--- src/rtl/systolic_controller.sv ---
// systolic_controller: loads A/B operand buffers and streams skewed rows/columns into an N x N systolic array.
module systolic_controller #(
    parameter int N    = 2,
    parameter int KMAX = 8,
    parameter int DW   = 16
) (
    input  logic                      clk,
    input  logic                      reset,
    input  logic                      start,
    input  logic [$clog2(KMAX+1)-1:0] k_len,
    input  logic                      wr_en,
    input  logic                      wr_sel,
    input  logic [$clog2(KMAX)-1:0]   wr_row,
    input  logic [$clog2(KMAX)-1:0]   wr_col,
    input  logic [DW-1:0]             wr_data,
    output logic [N*DW-1:0]           a_feed,
    output logic [N*DW-1:0]           b_feed,
    output logic                      arr_clr,
    output logic                      busy,
    output logic                      done,
    output logic                      err
);
    localparam int KW = $clog2(KMAX+1);
    localparam int AW = $clog2(KMAX);
    localparam int TW = $clog2(KMAX+2*N);

    typedef enum logic [2:0] {IDLE, CLEAR, FEED, DRAIN, DONE} state_t;

    state_t          state_q, state_d;
    logic [TW-1:0]   t_q, t_d;
    logic [KW-1:0]   k_q, k_d;
    logic            err_q, err_d;
    logic [N*DW-1:0] a_q, a_d, b_q, b_d;
    logic [DW-1:0]   a_buf_q [N][KMAX];
    logic [DW-1:0]   b_buf_q [KMAX][N];
    logic            wr_ok;

    assign wr_ok   = wr_en && state_q == IDLE;
    assign a_feed  = a_q;
    assign b_feed  = b_q;
    assign arr_clr = state_q == CLEAR;
    assign busy    = state_q != IDLE;
    assign done    = state_q == DONE;
    assign err     = err_q;

    always_comb begin
        state_d = state_q;
        t_d     = t_q;
        k_d     = k_q;
        err_d   = 1'b0;
        case (state_q)
            IDLE: if (start) begin
                if (k_len != '0 && k_len <= KW'(KMAX)) begin
                    k_d     = k_len;
                    state_d = CLEAR;
                end else begin
                    err_d = 1'b1;
                end
            end
            CLEAR: begin
                state_d = FEED;
                t_d     = '0;
            end
            FEED: if (t_q + TW'(1) == TW'(k_q) + TW'(N-1)) begin
                state_d = DRAIN;
                t_d     = '0;
            end else begin
                t_d = t_q + TW'(1);
            end
            DRAIN: if (t_q == TW'(2*N-2)) begin
                state_d = DONE;
                t_d     = '0;
            end else begin
                t_d = t_q + TW'(1);
            end
            default: state_d = IDLE;
        endcase
    end

    // Feeds are computed from the next step so the registered outputs line up with step t.
    for (genvar i = 0; i < N; i++) begin : g_feed
        logic [TW-1:0] ti;
        assign ti = t_d - TW'(i);
        assign a_d[i*DW +: DW] = (state_d == FEED && t_d >= TW'(i) && ti < TW'(k_d)) ? a_buf_q[i][AW'(ti)] : '0;
        assign b_d[i*DW +: DW] = (state_d == FEED && t_d >= TW'(i) && ti < TW'(k_d)) ? b_buf_q[AW'(ti)][i] : '0;
    end

    always_ff @(posedge clk or negedge reset) begin
        if (!reset) begin
            state_q <= IDLE;
            t_q     <= '0;
            k_q     <= '0;
            err_q   <= 1'b0;
            a_q     <= '0;
            b_q     <= '0;
            a_buf_q <= '{default: '0};
            b_buf_q <= '{default: '0};
        end else begin
            state_q <= state_d;
            t_q     <= t_d;
            k_q     <= k_d;
            err_q   <= err_d;
            a_q     <= a_d;
            b_q     <= b_d;
            for (int r = 0; r < N; r++) begin
                for (int c = 0; c < KMAX; c++) begin
                    if (wr_ok && !wr_sel && wr_row == AW'(r) && wr_col == AW'(c))
                        a_buf_q[r][c] <= wr_data;
                    if (wr_ok && wr_sel && wr_row == AW'(c) && wr_col == AW'(r))
                        b_buf_q[c][r] <= wr_data;
                end
            end
        end
    end
endmodule

--- config.mk ---
export PLATFORM = sky130hd
export DESIGN_NAME = systolic_controller
export DESIGN_NICKNAME = d
export VERILOG_FILES = /design/src/rtl/systolic_controller.sv
export SDC_FILE = /design/constraint.sdc
export NUM_CORES = 1
export LEC_CHECK = 0
export BUFFER_PORTS_ARGS = -buffer_cell sky130_fd_sc_hd__buf_4
export CORE_MARGIN = 4
export CORE_UTILIZATION = 45
export CTS_BUF_LIST = sky130_fd_sc_hd__clkbuf_4 sky130_fd_sc_hd__clkbuf_8
export DETAILED_ROUTE_END_ITERATION = 8
export HOLD_SLACK_MARGIN = 0.03
export PLACE_DENSITY_LB_ADDON = 0.2
export SLEW_MARGIN = 30
export SYNTH_ARGS = -nofsm -noshare
export SYNTH_HDL_FRONTEND = slang
export SYNTH_SLANG_ARGS = --single-unit
--- constraint.sdc ---
create_clock -name clk -period 3.56 [get_ports clk]
set_clock_uncertainty 0.15 [all_clocks]
set_input_delay 0.356 -clock clk [delete_from_list [all_inputs] [get_ports clk]]
set_output_delay 0.356 -clock clk [all_outputs]
set_load 0.03 [all_outputs]
== Yosys cells after proc, flatten, opt, wreduce, memory -nomap -nowiden ==
Index checks and enable logic that the tools add are counted.

* Register bits after elaboration: 588
* Output and inout port bits: 68

* Bitwise gates (word level): 2
* Reduce and logical (&&, ||, !) cells: 56
* Multiplexer cells: 30
* $lt $le $gt $ge: 7
* Equality and inequality tests: 21
* Add/subtract/negate cells: 3

{| class="wikitable"
|+ Operators with widths
! cell !! number
|-
| binary-select mux 32 bit (select 3 bit) || 2
|-
| two-way mux 16 bit || 10
|-
| binary-select mux 16 bit (select 3 bit) || 2
|-
| two-way mux 32 bit || 2
|-
| logical AND 1 bit || 50
|-
| equality test 3 bit, second input constant || 9
|-
| equality test 3 x 2 -> 1 bit, second input constant || 7
|-
| two-way mux 4 bit || 5
|-
| two-way mux 3 bit || 4
|-
| one-hot mux 3 bit (4 select lines) || 1
|-
| one-hot mux 4 bit (3 select lines) || 1
|-
| equality test 3 x 1 -> 1 bit, second input constant || 3
|-
| logical NOT 3 bit || 3
|-
| adder 4 x 1 -> 4 bit, second input constant || 2
|-
| >= comparator 4 x 1 -> 1 bit, second input constant || 2
|-
| >= comparator 4 bit, second input constant || 2
|-
| < comparator 4 bit || 2
|-
| NOT 3 -> 4 bit || 2
|-
| equality test 4 x 2 -> 1 bit, second input constant || 1
|-
| equality test 4 bit || 1
|-
| less-or-equal comparator 4 bit, second input constant || 1
|-
| nonzero test 4 bit || 1
|-
| subtractor 4 x 1 -> 4 bit, second input constant || 1
|-
| two-way mux 1 bit || 3
|-
| 2 further kinds || 2
|}

== Depth between registers and ports, before layout ==
* Depth in word-level cells: 10
* Gate-level depth with buffers: 20
* Gate-level depth less buffers: 15

== Worst setup path before layout ==
No wires, ideal clock.

* Kind: reg-to-reg
* From: register t_q[0]
* To: register a_q[16], in the netlist a_feed[16]
* Arrival time: 3.712 ns
* Stages on the path, launching flop included: 21
* Clock period less this slack: 3.939 ns
* Slack: -0.379 ns
* Library setup time: 0.077 ns
* Path through: dfrtp_1 buf_4 inv_1 ha_1 xor2_1 nand2_1 or3_4 o21ai_2 o21ai_2 inv_1 buf_2 buf_2 ha_1 xnor2_4 inv_2 buf_2 ha_1 a211oi_1 o221ai_2 buf_2 a21oi_1

* Longest elaborated chain between the ends: 10
* Elaborated cells on any way between the ends: 20

{| class="wikitable"
|+ RTL lines
! what !! line !! RTL
|-
| start: declaration || 30 || <nowiki>logic [TW-1:0] t_q, t_d;</nowiki>
|-
| start signal: assignment || 100 || <nowiki>t_q <= t_d;</nowiki>
|-
| adder 4 x 1 -> 4 bit || 64, 68, 74 ||
|-
| equality test 4 bit || 64 || <nowiki>FEED: if (t_q + TW'(1) == TW'(k_q) + TW'(N-1)) begin</nowiki>
|-
| two-way mux 4 bit || 64 ||
|-
| one-hot mux 4 bit (3 select lines) || 51 || <nowiki>case (state_q)</nowiki>
|-
| subtractor 4 x 1 -> 4 bit || 83 || <nowiki>assign ti = t_d - TW'(i);</nowiki>
|-
| NOT 3 -> 4 bit (not written as such) || 84 || <nowiki>assign a_d[i*DW +: DW] = (state_d == FEED && t_d >= TW'(i) && ti < TW'(k_d)) ? a_buf_q[i][AW'(ti)] : '0;</nowiki>
|-
| binary-select mux 16 bit (select 3 bit) || 84 ||
|-
| two-way mux 16 bit (not written as such) (2 in series) || 84 ||
|-
| two-way mux 16 bit * || 84 ||
|-
| named net a_d[16] || 33 || <nowiki>logic [N*DW-1:0] a_q, a_d, b_q, b_d;</nowiki>
|-
| end signal: assignment || 94 || <nowiki>a_q <= '0;</nowiki>
|-
| end signal: assignment || 103 || <nowiki>a_q <= a_d;</nowiki>
|-
| end: declaration || 33 ||
|}

The timed path passes the listed nets; every way through them passes the cells marked *. The select of a mux whose other input is x is not followed.
A chain may end at the register's enable or synchronous reset.

== Final worst setup path ==
* From: register t_q[0]
* To: register a_q[1], in the netlist a_feed[1]

* Longest elaborated chain between the ends: 9
* Elaborated cells on any way between the ends: 19

{| class="wikitable"
|+ RTL lines
! what !! line !! RTL
|-
| adder 4 x 1 -> 4 bit || 64, 68, 74 ||
|-
| equality test 4 bit || 64 ||
|-
| two-way mux 4 bit || 64 ||
|-
| one-hot mux 4 bit (3 select lines) * || 51 ||
|-
| named net g_feed[0].ti[2] || 82 || <nowiki>logic [TW-1:0] ti;</nowiki>
|-
| NOT 3 -> 4 bit (not written as such) || 84 ||
|-
| binary-select mux 16 bit (select 3 bit) || 84 ||
|-
| two-way mux 16 bit (not written as such) (2 in series) || 84 ||
|-
| two-way mux 16 bit * || 84 ||
|-
| named net a_d[1] || 33 ||
|}

Marks and branches as above.

==> impl_metrics.py <==
metrics = {
    "logic_synthesis": {
        "synth_xor_xnor_area_share_pct": 0.564,
        "yosys_warnings": 0,
        "avgSynthCellArea_sq_um": 13.2,
        "synthAdderAreaFrac_pct": 0.525,
        "synth_top_family_by_area": "multiplexers",
        "async_flop_share_pct": 100,
        "synth_top_cells_by_count": "dfrtp_1 (588), mux2_2 (513), nand2_1 (277)",
        "synth-seq-area-share_pct": 56.2,
        "synth_ff_type": "dfrtp_1",
        "ys_seq_elements": 588,
        "ys_types": 56,
        "synth_mux_area_share_pct": 27.6,
        "yosys-top-cells-area": "dfrtp_1 (56%), mux2_2 (22%), mux4_2 (5.5%)",
        "syn_inst": 1991,
        "synth_enable_flop_cells": 0,
        "synth_compound_area_share_pct": 3.43,
        "netlist_area_sq_mm": 0.0262,
        "synth_most_common_cell": "dfrtp_1",
        "synth-simple-area-share_pct": 8.74,
        "synth_nets": 2033,
        "synth_top_area_share_pct": 56.2,
        "yosysTopAreaCell": "dfrtp_1",
    },
    "worst_setup_path": {
        "cp_num_cells": 15,
        "crit_slowest_cell": "or4_4",
        "crit_start": "t_q[0]",
        "worstPathRequired_ns": 4.02,
        "r2r_cells": 15,
        "rr_endpoint": "a_feed[1]",
        "cp-start-kind": "register",
        "slowest_delay_ns": 0.57,
        "cp-endpoint": "a_feed[1]",
        "path_class": "reg -> reg",
        "end_kind": "register",
        "rrSetupSlack_ns": -0.25,
        "rr_startpoint": "t_q[0]",
        "worstPathArrival_ns": 4.26,
        "critPathMaxFanout": 5,
        "critPathTopFamily": "simple AND/OR/NAND/NOR gates",
        "crit_chain": "ha_2 -> xor2_2 -> xnor2_2 -> or3_4 -> o211a_1 -> a211o_4 -> ha_4 -> o21a_1 -> o21ai_1 -> a31oi_1 -> or4_4 -> nor2_4 -> buf_6 -> clkbuf_16 -> a32o_1",
        "critPathBufInv": 2,
    },
    "routing": {
        "route.met3.wl_mm": 3.23,
        "route.detailed.drc": 0,
        "drt-met1-wl_mm": 30.8,
        "drtIter0Drc": 1011,
        "ant_nets": 0,
        "vias": 16668,
        "routed_wl_mm": 67.1,
        "highest_layer": "met5",
        "dr.pass1.iters": 5,
        "wl_per_cell_microns": 22.6,
        "via_per_inst": 5.60,
        "wl_met2_mm": 31.7,
    },
    "power_and_ir_drop": {
        "total_power_mw": 25.9,
        "pwr_density_cell_mw_per_mm2": 845,
        "p_switching_mw": 10.7,
        "seq_power_share_pct": 28.7,
        "comb_power_share_pct": 46.7,
        "p_leak_nw": 14.8,
        "clkPwrFrac_pct": 24.7,
        "internal_power_mw": 15.2,
        "switching_share_pct": 41.4,
        "peakVddDrop_mv": 1.66,
    },
    "timing": {
        "holdWs_ns": 0.0852,
        "worst_slack_ns": -0.247,
        "setup_viol": 64,
        "slew_violations": 0,
        "rsz0062_at_grt": "true",
        "period_share_pct": 107,
        "hold_viol_final": 0,
        "max_slew_margin_pct": 40.4,
        "fin_tns_setup_ns": -11.34,
        "worst_pin_slew_ns": 0.894,
        "max_freq_ghz": 0.263,
        "min_period_ns": 3.81,
    },
    "clocking": {
        "tritoncts": "done",
        "htree_num_levels": 3,
        "clockRootBuffer": "clkbuf_8",
        "clkSinkCount": 588,
        "clock_latency_ns": 0.69,
        "clockBufferDepth": 3,
        "clk_pin_slew_ns": 0.06,
        "cts_buffers": 98,
    },
    "run_status": {
        "violations": "negative setup slack",
        "status": "finished, violations left",
    },
    "grt": {
        "grt_overflow": 0,
        "grtUsageTotal_pct": 21.4,
        "grt_max_degree": 133,
        "grt_antenna_before_repair": 5,
        "grt_pass1_wl_mm": 105,
        "grt_pass1_vias": 17410,
    },
    "worst_hold_path": {
        "hp-class": "in -> async",
    },
    "placed_design": {
        "gp_congestion": 0.801,
        "portBuffers": 98,
        "dp_cells": 2784,
        "hpwl_mm": 39.5,
    },
    "cells_and_area": {
        "fillers": 4870,
        "drive_above_1_share_pct": 45.9,
        "nets": 2175,
        "fin_cells": 2974,
        "synthToLayoutAreaGrowth_pct": 16.8,
    },
    "die": {
        "ioPinCount": 99,
        "dieWidth_microns": 249,
        "initial_core_util_pct": 45.4,
        "coreArea_sq_mm": 0.0577,
        "die_area_sq_mm": 0.0621,
        "fp.dieH_microns": 249,
        "num_rows": 88,
    },
    "flow_run": {
        "maxCapViolations": 0,
    },
}
==> cells in the final DEF, fill, tap and decap left out, drive strengths merged, types with 8 or more instances in the layout <==
cell type and instances:
clkbuf 164, buf 198, inv 12, nand2b 8, mux2 513, mux4 64
a21oi 36, clkinv 8, nand2 277, nor2 28, a21o 32, nand3 169
ha 11, a32o 32, dfrtp 588
==> timing repair <==
| action | CTS | global route |
|---|---|---|
| setup buffers | 5 | 0 |
| hold buffers | 6 | 0 |
| hold endpoints to repair | 71 | 0 |
| resized for setup | 4 | 26 |
| endpoints found under the setup margin | 64 | 64 |
| pin swaps | 8 | 7 |
| gates cloned | 2 | 2 |
==> worst register-to-register path, stage by stage, from the launching register on <==
cell and delay [ns]:
dfrtp_1 0.42, ha_2 0.22, xor2_2 0.16, xnor2_2 0.14, or3_4 0.41, o211a_1 0.22
a211o_4 0.33, ha_4 0.21, o21a_1 0.09, o21ai_1 0.11, a31oi_1 0.05, or4_4 0.57
nor2_4 0.19, buf_6 0.16, clkbuf_16 0.16, a32o_1 0.15
==> worst min-delay path by stage <==
stage	end	cells after the start	from	slack (ns)
finish	err	2	reset	0.09
global route	a_buf_q[170]	2	wr_data[10]	0.07
CTS	k_q[3]	5	k_len[3]	0.04
detailed placement	err	1	reset	0.24
global placement	err	1	reset	0.24
floorplan	a_buf_q[0]	0	reset	-0.09
==> logic make-up after synthesis <==
kind of cell    count (synthesis)
fa+ha+maj                      11
compound gates                117
flops                         588
xor+xnor                       13
buf+inv                       173
simple gates                  510
mux                           579
==> state kept, by name (all words and copies together) (netlist names) <==
name / cells
t_q: 4
state_q: 3
b_buf_q: 256
b_feed: 32
err: 1
a_buf_q: 256
a_feed: 32
k_q: 4
==> cell type report <==
class	instances	area [sq um]	share of cell area, %
Timing Repair Buffer	206	1840	6.00
Antenna cell	1	2.50	0.00818
Clock buffer	162	2000	6.53
Multi-Input combinational cell	1230	10900	35.7
Inverter	9	35.0	0.114
Clock inverter	13	130	0.425
Tap cell	765	957	3.13
Sequential cell	588	14700	48.1
==> routing by layer <==
metal | up-vias | global-route usage, %
met5 | - | 0
met4 | 8 | 5.95
met3 | 95 | 3.73
met2 | 362 | 34.1
met1 | 8846 | 30.8
li1 | 7357 | -
==> power by group through the flow <==
stage	registers, mW	logic, mW	clock network (mW)
floorplan	7.66	7.04	0
global placement	7.52	11.0	0
detailed placement	7.52	11.1	0
CTS	7.41	11.6	6.52
global route	7.45	12.8	6.83
finish	7.41	12.1	6.38
==> metrics by stage <==
stage	worst slack (ns)	util, %	cell area, sq um
6_report	-0.247	53.0	30600
3_5_place_dp	-0.326	48.8	28200
3_3_place_gp	-0.243	48.8	28200
5_1_grt	-0.371	53.0	30600
4_1_cts	-0.199	52.8	30500
2_1_floorplan	-0.225	-	26300
Note: power is estimated with default switching activity, not from simulation.
